$ cat config.mk
export PLATFORM = sky130hd
export DESIGN_NAME = board_draw_ctrl
export DESIGN_NICKNAME = d
export VERILOG_FILES = /design/src/rtl/board_draw_ctrl.sv
export SDC_FILE = /design/constraint.sdc
export NUM_CORES = 1
export LEC_CHECK = 0
export CORE_ASPECT_RATIO = 0.9
export CORE_MARGIN = 2
export CORE_UTILIZATION = 40
export DETAILED_ROUTE_END_ITERATION = 16
export PLACE_DENSITY = 0.67
export SYNTH_ARGS = -nofsm -noshare
export SYNTH_HDL_FRONTEND = slang
export SYNTH_SLANG_ARGS = --single-unit
$ cat constraint.sdc
create_clock -name clk -period 2.3 [get_ports clk]
set_input_delay 0.23 -clock clk [delete_from_list [all_inputs] [get_ports clk]]
set_output_delay 0.23 -clock clk [all_outputs]
set_load 0.02 [all_outputs]
$ cat src/rtl/board_draw_ctrl.sv
// Board redraw sequencer: walks the 16 tiles of a snapshotted board and
// drives a glyph drawer for each non-blank tile, one burst per tile.
module board_draw_ctrl #(
    parameter logic [7:0] X0          = 8'd28,
    parameter logic [6:0] Y0          = 7'd8,
    parameter logic [4:0] PITCH       = 5'd26,
    parameter logic [6:0] TILE_CYCLES = 7'd81
) (
    input  logic        clk,
    input  logic        reset,
    input  logic        start,
    input  logic [63:0] board,
    output logic [7:0]  xBase,
    output logic [6:0]  yBase,
    output logic [3:0]  glyphSel,
    output logic        glyphEnable,
    output logic        glyphResetn,
    output logic        plot,
    output logic        busy,
    output logic        done
);

    typedef enum logic [2:0] {
        IDLE,
        LOAD,
        CLEAR,
        DRAW,
        NEXT,
        DONE
    } state_t;

    state_t      state;
    state_t      stateNext;

    logic [63:0] snap;
    logic [3:0]  idx;
    logic [6:0]  count;

    logic        loadSnap;
    logic        clrIdx;
    logic        incIdx;
    logic        clrCount;
    logic        incCount;

    logic [3:0]  tileVal;
    logic        tileBlank;
    logic        lastCount;
    logic        lastTile;
    logic [7:0]  colOff;
    logic [6:0]  rowOff;

    assign tileVal   = snap[{idx, 2'b00} +: 4];
    assign tileBlank = (tileVal == 4'd0);
    assign lastCount = (count == TILE_CYCLES - 7'd1);
    assign lastTile  = (idx == 4'd15);

    // Tile origin follows the current index; col = idx[1:0], row = idx[3:2].
    assign colOff = 8'(idx[1:0]) * 8'(PITCH);
    assign rowOff = 7'(idx[3:2]) * 7'(PITCH);
    assign xBase  = X0 + colOff;
    assign yBase  = Y0 + rowOff;

    always_ff @(posedge clk) begin
        if (reset) begin
            state <= IDLE;
            snap  <= '0;
            idx   <= '0;
            count <= '0;
        end else begin
            state <= stateNext;
            if (loadSnap) begin
                snap <= board;
            end
            if (clrIdx) begin
                idx <= '0;
            end else if (incIdx) begin
                idx <= idx + 4'd1;
            end
            if (clrCount) begin
                count <= '0;
            end else if (incCount) begin
                count <= count + 7'd1;
            end
        end
    end

    always_comb begin
        stateNext   = state;
        loadSnap    = 1'b0;
        clrIdx      = 1'b0;
        incIdx      = 1'b0;
        clrCount    = 1'b0;
        incCount    = 1'b0;
        glyphSel    = 4'd0;
        glyphEnable = 1'b0;
        glyphResetn = 1'b1;
        plot        = 1'b0;
        busy        = 1'b1;
        done        = 1'b0;

        unique case (state)
            IDLE: begin
                busy = 1'b0;
                if (start) begin
                    stateNext = LOAD;
                end
            end
            LOAD: begin
                loadSnap  = 1'b1;
                clrIdx    = 1'b1;
                stateNext = CLEAR;
            end
            CLEAR: begin
                glyphResetn = 1'b0;
                glyphSel    = tileVal;
                clrCount    = 1'b1;
                stateNext   = tileBlank ? NEXT : DRAW;
            end
            DRAW: begin
                glyphSel    = tileVal;
                glyphEnable = 1'b1;
                plot        = 1'b1;
                incCount    = 1'b1;
                if (lastCount) begin
                    stateNext = NEXT;
                end
            end
            NEXT: begin
                glyphSel = tileVal;
                if (lastTile) begin
                    stateNext = DONE;
                end else begin
                    incIdx    = 1'b1;
                    stateNext = CLEAR;
                end
            end
            DONE: begin
                done      = 1'b1;
                stateNext = IDLE;
            end
            default: begin
                stateNext = IDLE;
            end
        endcase
    end

endmodule
==> flow_metrics.py <==
metrics = {
    "worst_setup_path": {
        "crit_start": "idx[0]$_SDFFE_PP0P_",
        "crit_end": "glyphSel[2]",
        "rr_endpoint": "state[1]$_SDFFE_PP0P_",
        "crit_fanout": 11,
        "worstSetupEndpointType": "output pin",
        "path_class": "register to output pin",
        "rr_worst_depth": 6,
        "crit_required_ps": 2070,
        "timing.rr.start": "idx[0]$_SDFFE_PP0P_",
        "timing.critical_path.arrival_ps": 1980,
        "ff2ff_setup_slack_ps": 200,
        "cp-start-kind": "register",
    },
    "pwr": {
        "p_seq_share_pct": 48.3,
        "peakVddDrop_v": 0.0003798,
        "total_leakage_power_nw": 1.765,
        "intPower_mw": 2.323,
        "p_sw_uw": 792.0,
        "power_frac_comb_pct": 15.3,
        "p_clk_share_pct": 36.4,
        "power_density_nw_per_um2": 649.2,
        "p_sw_share_pct": 25.43,
    },
    "sta": {
        "skew_ps": 10.36,
        "fin_ws_ps": 86.56,
        "setup_viol": 0,
        "slew_headroom_pct": 49.67,
        "hold_viol": 0,
        "tns_ps": 0,
        "maxSlewViolCount": 0,
        "fin_crit_sh_pct": 96.24,
        "hold_ws_ps": 420.9,
        "rsz0062_at_grt": "no",
        "fin_crit_ps": 2213,
        "worstMarginPinSlew_ps": 755.0,
        "max_freq_mhz": 451.8,
    },
    "cts": {
        "cts_hold_buffers": 0,
        "numCtsBuffers": 9,
        "cts_tree": "yes",
        "root_buffer": "clkbuf_8",
        "clkLatencyLatePin_ps": 350,
        "cts_sinks": 78,
        "htree_levels": 3,
        "postCtsSetupBuffers": 0,
        "clkTransAtPathRegs_ps": 90,
        "ctsLongestPathBuffers": 2,
    },
    "global_routing": {
        "antenna_found_initial": 0,
        "grt_first_pass_wirelength_um": 14780,
        "grt_max_degree": 70,
        "overflow": 0,
        "track_usage_pct": 18.78,
        "first_global_vias": 3089,
    },
    "synthesis": {
        "synth_area_per_cell_um2": 8.424,
        "synthTopCellsByArea": "dfxtp_1, nand2_1, a21oi_1",
        "ys_types": 41,
        "synth_area_um2": 3597,
        "synth-edff-count": 0,
        "yosys-top-cells-count": "nand2_1, dfxtp_1, a21oi_1, clkbuf_1, mux4_2",
        "ys.flop_type": "dfxtp_1",
        "ys_ff_latch": 78,
        "async_flop_share_pct": 0,
        "ys_seq_area_share_pct": 43.41,
        "synth.most_common_cell": "nand2_1",
        "yosys.area.top_type_share_pct": 43.41,
        "synthCells": 427,
        "synth_warnings": 0,
        "synth_top_area_cell": "dfxtp_1",
    },
    "die": {
        "core_area_um2": 8648,
        "row_count": 32,
        "initial_core_util_pct": 41.59,
        "die_h_um": 93.97,
        "fp.dieW_um": 104.0,
        "ios": 91,
        "die-area_um2": 9769,
    },
    "finish": {
        "multi_input_area_um2": 1849,
        "syn_to_final_growth_pct": 33.39,
        "stdcell_count": 628,
        "nFillCells": 806,
        "nets": 580,
        "drive_above_1_share_pct": 11.20,
        "diodes": 0,
        "final_core_util_pct": 55.48,
        "seq_area_um2": 1568,
    },
    "routing": {
        "vias": 3130,
        "firstDrtPassIters": 4,
        "routed_wl_um": 8888,
        "drt-wirelength-per-cell_um": 14.15,
        "drt-initial-drc-count": 154,
        "route.detailed.drc": 0,
        "antenna_left": 0,
        "avgViaCountPerCell": 4.984,
    },
    "job": {
        "maxCapViolCount": 0,
    },
    "placed_design": {
        "dpl_worst_slack_ps": 36.44,
        "port_buffers": 88,
        "placed_cells": 612,
        "gp_congestion": 0.7916,
        "hpwl_um": 6656,
    },
    "worst_hold_path": {
        "hold_path_class": "input port to register",
    },
    "status": {
        "outcome": "completed",
    },
}
==> metrics by stage <==
stage	power, mW	instance area (um2)
global placement	2.004	4574
floorplan	1.798	3601
CTS	3.148	4803
global route	3.252	4798
detailed placement	2.012	4574
finish	3.115	4798
==> cells by family after synthesis <==
logic type | share of synthesized area [%]
AO/OA/AOI/OAI | 12.90
other | 0.1042
buffers and inverters | 5.635
adder cells (fa/ha/maj) | 3.130
multiplexers | 10.23
AND/OR/NAND/NOR | 21.67
flip-flops | 43.41
XOR/XNOR | 2.922
==> routing by layer <==
layer / wire, um / share of wire, % / track usage, % / vias to the layer above
li1: - / - / - / 1591
met1: 4227 / 48 / 24.59 / 1456
met2: 4249 / 48 / 31.96 / 78
met3: 368 / 4.1 / 4.438 / 5
met4: 42 / 0.47 / 3.716 / 0
met5: 0 / 0 / 0 / -
==> area by class of cell <==
class | instances | area share (%)
sequential | 78 | 32.67
timing repair buffer | 98 | 20.31
inverter | 9 | 0.7040
clock buffer | 11 | 2.947
clock inverter | 5 | 1.721
multi-input combinational | 308 | 38.54
tap | 119 | 3.103
==> registers in the layout, summed over array words and instances (netlist names) <==
| signal | count |
|---|---|
| count | 7 |
| idx | 4 |
| snap | 64 |
| state | 3 |
==> critical path, cell delays in order (launching register included) <==
cell and delay [ps]:
dfxtp_2 360, buf_12 150, mux4_2 510, a22oi_2 200
a31oi_1 130, clkdlybuf4s15_2 280
==> timing repair <==
action	CTS	global route
setup endpoints to repair	10	6
resized for setup	22	9
pin swaps	0	0
==> cell usage in the layout (no fill, tap or decap), types with 8 or more instances in the layout <==
cell type	instances
nand2_1	139
clkdlybuf4s50_1	77
dfxtp_1	73
a21oi_1	68
mux4_2	14
nor2_1	13
nand3_1	12
clkbuf_8	10
inv_1	8
ha_1	8
==> worst min-delay path by stage <==
| stage | from | slack [ps] | end | depth (start not counted) |
|---|---|---|---|---|
| 6_report | board[6] | 420 | snap[6]$_SDFFE_PP0P_ | 3 |
| 4_1_cts | board[6] | 410 | snap[6]$_SDFFE_PP0P_ | 3 |
| 5_1_grt | board[25] | 420 | snap[25]$_SDFFE_PP0P_ | 3 |
| 2_1_floorplan | board[0] | 370 | snap[0]$_SDFFE_PP0P_ | 2 |
| 3_5_place_dp | snap[29]$_SDFFE_PP0P_ | 450 | snap[29]$_SDFFE_PP0P_ | 2 |
| 3_3_place_gp | snap[29]$_SDFFE_PP0P_ | 450 | snap[29]$_SDFFE_PP0P_ | 2 |
==> power groups by stage <==
stage | clock (mW) | combinational (mW) | sequential [mW]
global route | 1.21 | 0.533 | 1.51
CTS | 1.17 | 0.480 | 1.50
finish | 1.13 | 0.477 | 1.50
global placement | 0 | 0.469 | 1.53
floorplan | 0 | 0.294 | 1.50
detailed placement | 0 | 0.479 | 1.53
No activity file was read; power rests on OpenSTA's default activity.
